$ cat src/rtl/calc_pkg.sv
// calc_pkg: opcodes, flag bit positions and FSM states shared by the accumulator bank
package calc_pkg;
  typedef enum logic [3:0] {
    OP_ADD  = 4'h0,
    OP_SUB  = 4'h1,
    OP_OR   = 4'h2,
    OP_AND  = 4'h3,
    OP_XOR  = 4'h4,
    OP_SHL  = 4'h5,
    OP_SHR  = 4'h6,
    OP_SRA  = 4'h7,
    OP_NEG  = 4'h8,
    OP_NOT  = 4'h9,
    OP_REV  = 4'hA,
    OP_MUL  = 4'hB,
    OP_LOAD = 4'hC,
    OP_LTU  = 4'hD,
    OP_GTU  = 4'hE,
    OP_EQ   = 4'hF
  } op_e;
  localparam int FLG_C = 3;
  localparam int FLG_V = 2;
  localparam int FLG_N = 1;
  localparam int FLG_Z = 0;
  typedef enum logic {IDLE, MUL} state_e;
endpackage

$ cat src/rtl/calc_acc_bank_if.sv
// calc_acc_bank_if: command handshake, read port and status of the accumulator bank
interface calc_acc_bank_if #(parameter int WIDTH = 8, parameter int NUM_ACC = 4);
  localparam int SELW = $clog2(NUM_ACC);
  logic             op_valid;
  logic             op_ready;
  logic [3:0]       op_code;
  logic [SELW-1:0]  op_sel;
  logic [WIDTH-1:0] op_data;
  logic [SELW-1:0]  rd_sel;
  logic [WIDTH-1:0] acc_out;
  logic [3:0]       flags;
  logic             busy;
  logic             done;
  modport master (output op_valid, op_code, op_sel, op_data, rd_sel,
                  input op_ready, acc_out, flags, busy, done);
  modport slave (input op_valid, op_code, op_sel, op_data, rd_sel,
                 output op_ready, acc_out, flags, busy, done);
endinterface

$ cat src/rtl/calc_mul_seq.sv
// calc_mul_seq: WIDTH-cycle shift-add unsigned multiplier; product is the value after the current step
module calc_mul_seq #(parameter int WIDTH = 8) (
  input  logic               clk,
  input  logic               rst,
  input  logic               start,
  input  logic [WIDTH-1:0]   a,
  input  logic [WIDTH-1:0]   b,
  output logic               busy,
  output logic               last,
  output logic [2*WIDTH-1:0] product
);
  localparam int CW = $clog2(WIDTH);
  logic [2*WIDTH-1:0] part;
  logic [2*WIDTH-1:0] mc;
  logic [WIDTH-1:0]   mp;
  logic [CW-1:0]      cnt;
  assign last = busy && cnt == CW'(WIDTH - 1);
  assign product = part + (mp[0] ? mc : '0);
  // one shift-add step per busy cycle; a start reloads operands and clears the partial product
  always_ff @(posedge clk) begin
    if (rst) begin
      busy <= 1'b0;
      cnt  <= '0;
      part <= '0;
      mc   <= '0;
      mp   <= '0;
    end else if (start) begin
      busy <= 1'b1;
      cnt  <= '0;
      part <= '0;
      mc   <= {{WIDTH{1'b0}}, a};
      mp   <= b;
    end else if (busy) begin
      busy <= !last;
      cnt  <= cnt + CW'(1);
      part <= product;
      mc   <= mc << 1;
      mp   <= mp >> 1;
    end
  end
endmodule

$ cat src/rtl/calc_acc_bank.sv
// calc_acc_bank: NUM_ACC accumulators with a single-cycle ALU, flags and a sequential multiply
module calc_acc_bank
  import calc_pkg::*;
#(
  parameter int WIDTH = 8,
  parameter int NUM_ACC = 4
) (
  input logic clk,
  input logic rst,
  calc_acc_bank_if.slave bus
);
  localparam int SELW = $clog2(NUM_ACC);
  localparam int SHW = $clog2(WIDTH);
  localparam logic [WIDTH-1:0] MSB_ONLY = {1'b1, {(WIDTH-1){1'b0}}};
  state_e state, state_nxt;
  op_e op;
  logic [WIDTH-1:0] acc [NUM_ACC];
  logic [WIDTH-1:0] a, d, r, rev;
  logic [SHW-1:0] sh;
  logic [2*WIDTH-1:0] shl_x, shr_x, sra_x, product;
  logic [SELW-1:0] msel;
  logic [3:0] f, mf;
  logic c, v, cmp, accept, single, mul_start, mul_last, mul_busy;
  assign op = op_e'(bus.op_code);
  assign accept = bus.op_valid && bus.op_ready;
  assign mul_start = accept && op == OP_MUL;
  assign single = accept && op != OP_MUL;
  assign a = acc[bus.op_sel];
  assign d = bus.op_data;
  assign sh = d[SHW-1:0];
  assign shl_x = {{WIDTH{1'b0}}, a} << sh;
  assign shr_x = {a, {WIDTH{1'b0}}} >> sh;
  assign sra_x = $signed({a, {WIDTH{1'b0}}}) >>> sh;
  assign cmp = op inside {OP_LTU, OP_GTU, OP_EQ};
  assign bus.acc_out = acc[bus.rd_sel];
  assign bus.busy = mul_busy;
  genvar i;
  for (i = 0; i < WIDTH; i++) begin : g_rev
    assign rev[i] = a[WIDTH-1-i];
  end
  calc_mul_seq #(.WIDTH(WIDTH)) u_mul (
    .clk(clk),
    .rst(rst),
    .start(mul_start),
    .a(a),
    .b(d),
    .busy(mul_busy),
    .last(mul_last),
    .product(product)
  );
  // single-cycle ALU result and carry/overflow for the presented command
  always_comb begin
    r = a;
    c = 1'b0;
    v = 1'b0;
    case (op)
      OP_ADD:  begin
        {c, r} = {1'b0, a} + {1'b0, d};
        v = a[WIDTH-1] == d[WIDTH-1] && r[WIDTH-1] != a[WIDTH-1];
      end
      OP_SUB:  begin
        r = a - d;
        c = a < d;
        v = a[WIDTH-1] != d[WIDTH-1] && r[WIDTH-1] != a[WIDTH-1];
      end
      OP_OR:   r = a | d;
      OP_AND:  r = a & d;
      OP_XOR:  r = a ^ d;
      OP_SHL:  {c, r} = shl_x[WIDTH:0];
      OP_SHR:  {r, c} = shr_x[2*WIDTH-1:WIDTH-1];
      OP_SRA:  {r, c} = sra_x[2*WIDTH-1:WIDTH-1];
      OP_NEG:  begin
        r = -a;
        v = a == MSB_ONLY;
      end
      OP_NOT:  r = ~a;
      OP_REV:  r = rev;
      OP_LOAD: r = d;
      OP_LTU:  r = WIDTH'(a < d);
      OP_GTU:  r = WIDTH'(a > d);
      OP_EQ:   r = WIDTH'(a == d);
      default: r = a;
    endcase
    f = '0;
    f[FLG_C] = c;
    f[FLG_V] = v;
    f[FLG_N] = r[WIDTH-1] && !cmp;
    f[FLG_Z] = r == '0;
    mf = '0;
    mf[FLG_C] = |product[2*WIDTH-1:WIDTH];
    mf[FLG_V] = |product[2*WIDTH-1:WIDTH];
    mf[FLG_N] = product[WIDTH-1];
    mf[FLG_Z] = product[WIDTH-1:0] == '0;
  end
  // control state register
  always_ff @(posedge clk) state <= rst ? IDLE : state_nxt;
  // next state and command acceptance
  always_comb begin
    state_nxt = state;
    bus.op_ready = state == IDLE;
    if (state == IDLE && mul_start) state_nxt = MUL;
    if (state == MUL && mul_last) state_nxt = IDLE;
  end
  // accumulator writes, flags and the completion pulse
  always_ff @(posedge clk) begin
    if (rst) begin
      for (int k = 0; k < NUM_ACC; k++) acc[k] <= '0;
      bus.flags <= '0;
      bus.done  <= 1'b0;
      msel      <= '0;
    end else begin
      bus.done <= single || mul_last;
      if (single) begin
        acc[bus.op_sel] <= r;
        bus.flags <= f;
      end
      if (mul_start) msel <= bus.op_sel;
      if (mul_last) begin
        acc[msel] <= product[WIDTH-1:0];
        bus.flags <= mf;
      end
    end
  end
endmodule

$ cat src/flat_wrapper.sv
// flat-port wrapper written by rule: the top's interface ports become plain ports
module calc_acc_bank_flat import calc_pkg::*;
#(
  parameter int WIDTH = 8,
  parameter int NUM_ACC = 4
)
  (clk, rst, bus_op_valid, bus_op_code, bus_op_sel, bus_op_data, bus_rd_sel, bus_op_ready, bus_acc_out, bus_flags, bus_busy, bus_done);
  calc_acc_bank_if #(.WIDTH(WIDTH), .NUM_ACC(NUM_ACC)) bus_i ();
  input logic clk;
  input logic rst;
  input wire logic [$bits(bus_i.op_valid)-1:0] bus_op_valid;
  input wire logic [$bits(bus_i.op_code)-1:0] bus_op_code;
  input wire logic [$bits(bus_i.op_sel)-1:0] bus_op_sel;
  input wire logic [$bits(bus_i.op_data)-1:0] bus_op_data;
  input wire logic [$bits(bus_i.rd_sel)-1:0] bus_rd_sel;
  output wire logic [$bits(bus_i.op_ready)-1:0] bus_op_ready;
  output wire logic [$bits(bus_i.acc_out)-1:0] bus_acc_out;
  output wire logic [$bits(bus_i.flags)-1:0] bus_flags;
  output wire logic [$bits(bus_i.busy)-1:0] bus_busy;
  output wire logic [$bits(bus_i.done)-1:0] bus_done;
  assign bus_i.op_valid = bus_op_valid;
  assign bus_i.op_code = bus_op_code;
  assign bus_i.op_sel = bus_op_sel;
  assign bus_i.op_data = bus_op_data;
  assign bus_i.rd_sel = bus_rd_sel;
  assign bus_op_ready = bus_i.op_ready;
  assign bus_acc_out = bus_i.acc_out;
  assign bus_flags = bus_i.flags;
  assign bus_busy = bus_i.busy;
  assign bus_done = bus_i.done;
  calc_acc_bank #(.WIDTH(WIDTH), .NUM_ACC(NUM_ACC)) u_core (.clk(clk), .rst(rst), .bus(bus_i));
endmodule
$ cat config.mk
export PLATFORM = sky130hd
export DESIGN_NAME = calc_acc_bank_flat
export DESIGN_NICKNAME = d
export VERILOG_FILES = /design/src/rtl/calc_pkg.sv /design/src/rtl/calc_acc_bank_if.sv /design/src/rtl/calc_mul_seq.sv /design/src/rtl/calc_acc_bank.sv /design/src/flat_wrapper.sv
export SDC_FILE = /design/constraint.sdc
export NUM_CORES = 1
export LEC_CHECK = 0
export CAP_MARGIN = 40
export CORE_ASPECT_RATIO = 0.6
export CORE_MARGIN = 2
export CORE_UTILIZATION = 59
export CTS_CLUSTER_SIZE = 20
export DETAILED_ROUTE_END_ITERATION = 10
export DONT_BUFFER_PORTS = 1
export PLACE_DENSITY = 0.88
export SYNTH_ARGS = -nofsm -noshare
export SYNTH_HDL_FRONTEND = slang
export SYNTH_SLANG_ARGS = --single-unit
$ cat constraint.sdc
create_clock -name clk -period 3.8 [get_ports clk]
set_input_delay 0.76 -clock clk [delete_from_list [all_inputs] [get_ports clk]]
set_output_delay 0.76 -clock clk [all_outputs]
set_load 0.01 [all_outputs]
* Word-level counts from Yosys, hierarchy flattened
Memories as Yosys holds them, arrays and structs flattened.
Cells that the tools add are included.
** Storage, ports and cells
- Output and inout bits :: 15
- Word-level logic and storage cells :: 98
- Memories :: 1
- Memory bits (writable) :: 32
- Input bits :: 19
- Flip-flop bits (word level) :: 52
** Cells by class
- Add/subtract/negate cells :: 5
- Eq/ne operators :: 23
- Bitwise operators :: 5
- Magnitude comparators :: 2
- Reduce and logical (&&, ||, !) cells :: 23
- Shift operators :: 3
- Mux-type cells :: 26
** Memories
- u_core.acc :: words 4, bits a word 8, read ports 2, clocked after Yosys merged registers in 0, write ports 4, line calc_acc_bank.sv:17 : logic [WIDTH-1:0] acc [NUM_ACC];
** Operators with widths (count)
- one-hot mux 8 bit (15 select lines) :: 1
- two-way mux 8 bit :: 6
- == test 4 bit, second input constant :: 8
- OR reduction 8 bit :: 3
- adder 16 bit :: 1
- == test 4 x 3 -> 1 bit, second input constant :: 4
- logical NOT 8 bit :: 2
- two-way mux 16 bit :: 1
- right shift 16 x 3 -> 16 bit :: 1
- >>> shifter 16 x 3 -> 16 bit :: 1
- two-way mux 1 bit :: 12
- adder 8 x 8 -> 9 bit :: 1
- logical AND 1 bit :: 9
- left shift 8 x 3 -> 9 bit :: 1
- AND 8 bit :: 1
- == test 4 x 2 -> 1 bit, second input constant :: 2
- == test 8 bit :: 1
- == test 8 bit, second input constant :: 1
- greater-than comparator 8 bit :: 1
- < comparator 8 bit :: 1
- two-way mux 4 bit :: 2
- negation 8 bit :: 1
- inverter 8 bit :: 1
- OR 8 bit :: 1
- other kinds (18) :: 24

* Depth between registers and ports, before layout
- Depth after elaboration :: 8
- Depth in mapped cells :: 14
- Depth with buffers taken out :: 13

* By module
A second synthesis with hierarchy kept.
** Unflattened totals
- Cells, all modules :: 937
- Area, all modules :: 8256.7 um^2
** Modules (own cells, without submodules)
- calc_acc_bank :: cells each 641, seq. area each 1121.1 um^2, area each 5651.7 um^2, instances 1
- calc_mul_seq :: cells each 296, seq. area each 880.8 um^2, area each 2605.0 um^2, instances 1

* Least setup slack after synthesis
No wires, ideal clock.
- Path type :: input -> register
- From :: input port bus_op_sel[0]
- To :: memory u_core.acc[1][6], data pin
- Data arrival time :: 3.593 ns
- Stages on the path :: 14
- Required time :: 3.543 ns
- Path slack :: -0.050 ns
- Cells stage by stage :: buf_6 -> mux4_2 -> inv_1 -> ha_1 -> inv_1 -> fa_1 -> nor3b_1 -> o31ai_1 -> mux2i_1 -> o32a_1 -> nand4_1 -> o22ai_1 -> nor2_1 -> a32o_1
** RTL lines
- from (decl) :: line flat_wrapper.sv:13 : input wire logic [$bits(bus_i.op_sel)-1:0] bus_op_sel;
- to (decl) :: line calc_acc_bank.sv:17

==> impl_results.md <==
- Initial DRC count: 1527
- Xor/xnor share of the synthesized area: 1.99%
- Crit path cell chain: mux4_2 -> inv_2 -> ha_1 -> inv_1 -> fa_2 -> nor3b_1 -> o31ai_1 -> mux2i_1 -> o32a_1 -> nand4_1 -> o22ai_2 -> nor2_2 -> a32o_1
- Crit path time final: 3.79 ns
- Slew of the pin with the lowest slew margin: 0.828 ns
- WHS Path Cells: 1
- Simple-Gate Fraction of Synth Area: 21.5%
- All-Layer GR Usage: 39.5%
- Met2 WL: 11500 um
- Vias post-DR: 8459
- Hold Violations, Final: 0
- Crit Reg-Reg Endpoint: u_core.acc[1][6]$_DFFE_PP_
- Worst Hold Class: input port to flop
- Worst setup SP type: flop
- Part of the cycle the worst path needs: 99.7%
- Worst-skew pair later-pin latency: 0.34 ns
- Post-synthesis cell type count: 82
- Area Overhead vs Synth: 10.3%
- Syn Inst Count: 915
- CP max stage cell: mux4_2
- Arr. time, crit path: 3.88 ns
- Max cap viols: 0
- Register area: 2000 um2
- Worst Hold Slack: 0.483 ns
- Syn Std Cell Area: 7930 um2
- Metal3 WL: 5380 um
- Slew headroom: 44.4%
- Placer Congestion: 1.05
- Adder-cell share of the synthesized area: 8.33%
- Hold Buf Count CTS: 0
- Chip width: 154 um
- TritonCTS Buffers: 9
- Layout filler cell count: 981
- Number of port buffers: 0
- Avg Vias per Cell: 7.61
- Remaining antenna violation count after routing: 0
- Top-area cell type share of the netlist area: 13.1%
- Mapped Nets: 985
- Routed metal-1 wirelength: 10700 um
- Power Total: 0.00266 W
- Worst Hold Path EP: u_core.bus.done$_SDFF_PP0_
- WL final: 28900 um
- PnR worst setup slack: 0.0104 ns
- Largest family of logic cells by synthesized area: simple AND/OR/NAND/NOR gates
- Pins over their slew limit: 0
- # nets final: 1006
- Predominant post-synthesis flop cell: dfxtp_1
- Initial antenna violation count: 1
- Number of global-route vias before repair: 7686
- Die area: 14400 um2
- Post-route setup TNS: 0 ns
- Final Skew: 0.00761 ns
- RR Startpoint: u_core.acc[1][0]$_DFFE_PP_
- Top post-synthesis cells by area: dfxtp_1, edfxtp_1, mux4_2, ha_1, mux2i_1
- Synth area leader: dfxtp_1
- Root Driver: clkbuf_16
- Clock Tree Buf Depth: 2
- R2R depth: 13
- GRT Residual Overflow: 0
- Row count: 32
- Top layer in use: met4
- #FFs+latches synth: 84
- Starting Density: 61.1%
- Yosys warns: 0
- Crit path required time: 3.89 ns
- Fmax: 0.264 GHz
- Crit path capture type: flop
- Die H: 93.8 um
- Avg WL per Cell: 26.0 um
- Clk sinks: 84
- Pre-CTS WS: -0.205 ns
- Core Region: 13000 um2
- Slowest Stage Delay on Critical Path: 0.52 ns
- Pwr dens: 304 nW/um2
- Global-route wire length before repair: 44000 um
- Maximum fanout along the worst path: 3
- Complex-gate fraction of the synthesized area: 20.9%
- Worst R2R Setup Slack: 0.01 ns
- Worst hold path startpoint: rst
- First-pass iteration count of the detailed router: 8
- Leakage power total: 3.36 nW
- N_diodes: 0
- FFs w/ async S/R, synth: 0%
- Area taken by multi-input logic gates: 5540 um2
- Syn_area_per_cell: 8.67 um2
- Post-synthesis mux area share: 16.7%
- Kind of critical path: flop to flop
- Status: finished clean
- Post-synth EDFFs: 32
- Clock slew seen by the registers of the worst setup and hold paths: 0.06 ns
- Final setup violation count: 0
- Seq/Total Area, Yosys: 25.2%
- Io pins: 34
- DP HPWL: 20700 um
- TritonCTS clock tree: yes
- DR DRC count: 0
- Max VDD drop: 260 uV
- Layout cells sized above 1: 16.0%
- Largest net degree at the start of global routing: 44
- H-tree levels: 3
==> cell usage in the layout (no fill, tap or decap), types with 8 or more instances in the layout <==
master and instances:
clkbuf_16 9, nor2_1 89, edfxtp_1 32, ha_1 48, a211oi_1 27, o211ai_1 14
mux2i_1 54, nand2_1 80, and3_1 13, or3_1 10, nor3_1 27, nand4_1 8
a21oi_1 40, nor4_1 11, nand3_1 20, o21ai_0 38, inv_1 31, and2_1 17
dfxtp_1 51, xnor2_1 11, buf_4 73, mux4_2 31, o22ai_1 19, o31ai_1 9
nor2b_1 11
==> worst max-delay path by stage <==
stage / slack [ns] / from / cells after the start / endpoint
6_report: 0.01 / u_core.acc[1][0]$_DFFE_PP_ / 13 / u_core.acc[1][6]$_DFFE_PP_
5_1_grt: -0.05 / u_core.acc[1][0]$_DFFE_PP_ / 13 / u_core.acc[1][6]$_DFFE_PP_
4_1_cts: 0.05 / u_core.acc[0][0]$_DFFE_PP_ / 14 / u_core.acc[0][4]$_DFFE_PP_
3_5_place_dp: -0.21 / bus_op_sel[0] / 13 / u_core.acc[0][6]$_DFFE_PP_
3_3_place_gp: -0.13 / bus_op_sel[0] / 13 / u_core.acc[0][6]$_DFFE_PP_
2_1_floorplan: 0.02 / bus_op_sel[0] / 14 / u_core.acc[0][0]$_DFFE_PP_
==> synth_stat cells, types with 7 or more instances <==
cell type	n
mux4_2	31
nand3_1	20
nand4_1	8
xor2_1	7
and2_1	17
nand2b_1	7
inv_1	32
dfxtp_1	52
edfxtp_1	32
and3_1	13
ha_1	48
nor3_1	28
or2_2	7
xnor2_1	11
o211ai_1	14
o21ai_0	39
a21o_1	7
clkbuf_1	33
nor2b_1	11
a21oi_1	40
or3_1	10
nor2_1	90
mux2i_1	54
o22ai_1	20
nor4_1	11
buf_2	21
a211oi_1	27
a31oi_1	7
a22o_1	7
o31ai_1	9
nand2_1	80
==> sequential cells by signal (all words and copies together), names as in the netlist <==
register           count
u_core.u_mul.cnt       3
u_core.u_mul.mc       16
u_core.u_mul.part     16
u_core.u_mul.mp        8
u_core.msel            2
u_core.bus.done        1
u_core.bus.flags       4
u_core.acc            32
u_core.u_mul.busy      1
u_core.state           1
==> stage by stage <==
stage                     cells  util, %  area, um2
after detailed placement   1092     64.7       8390
after CTS                  1108     67.0       8690
after global routing       1111     67.4       8750
after global placement     1091     64.6       8380
final                      1111     67.4       8750
after floorplan             915        -       7930
==> layer usage <==
layer	vias to the layer above	global-route usage [%]
met5	-	0
met4	0	13.5
met3	195	15.0
met2	846	56.1
met1	3878	55.1
li1	3540	-
==> worst max-delay path, delay by kind of cell, from the launching register on <==
| family | cells | cell delay (ns) |
|---|---|---|
| mux | 2 | 0.83 |
| compound gates | 4 | 1.18 |
| buf+inv | 2 | 0.14 |
| fa+ha+maj | 2 | 0.49 |
| flops | 1 | 0.47 |
| simple gates | 3 | 0.43 |
==> timing repair <==
| item | in CTS | in global routing |
|---|---|---|
| endpoints found under the setup margin | 0 | 12 |
| resized for setup | 0 | 9 |
| setup buffers | 0 | 3 |
| endpoints found under the hold margin | 0 | 0 |
==> layout make-up <==
type / instances / area share, %
multi-input combinational: 732 / 63.3
sequential: 84 / 22.9
timing repair buffer: 74 / 6.44
clock buffer: 10 / 2.62
tap: 170 / 2.43
inverter: 35 / 1.50
clock inverter: 6 / 0.815
==> power breakdown <==
group / leakage, nW / internal [W] / switching [W]
clock: 0.140 / 0.000516 / 0.000380
combinational: 2.46 / 0.000312 / 0.000450
sequential: 0.755 / 0.000966 / 0.0000353
==> kinds of logic (layout without fill, tap and decap cells) <==
logic type,Yosys count,after routing
AO/OA/AOI/OAI,238,238
XOR/XNOR,18,18
adder cells (fa/ha/maj),51,51
buffers and inverters,99,125
flip-flops,84,84
multiplexers,90,90
AND/OR/NAND/NOR,335,335
Note: power is estimated with default switching activity, not from simulation.
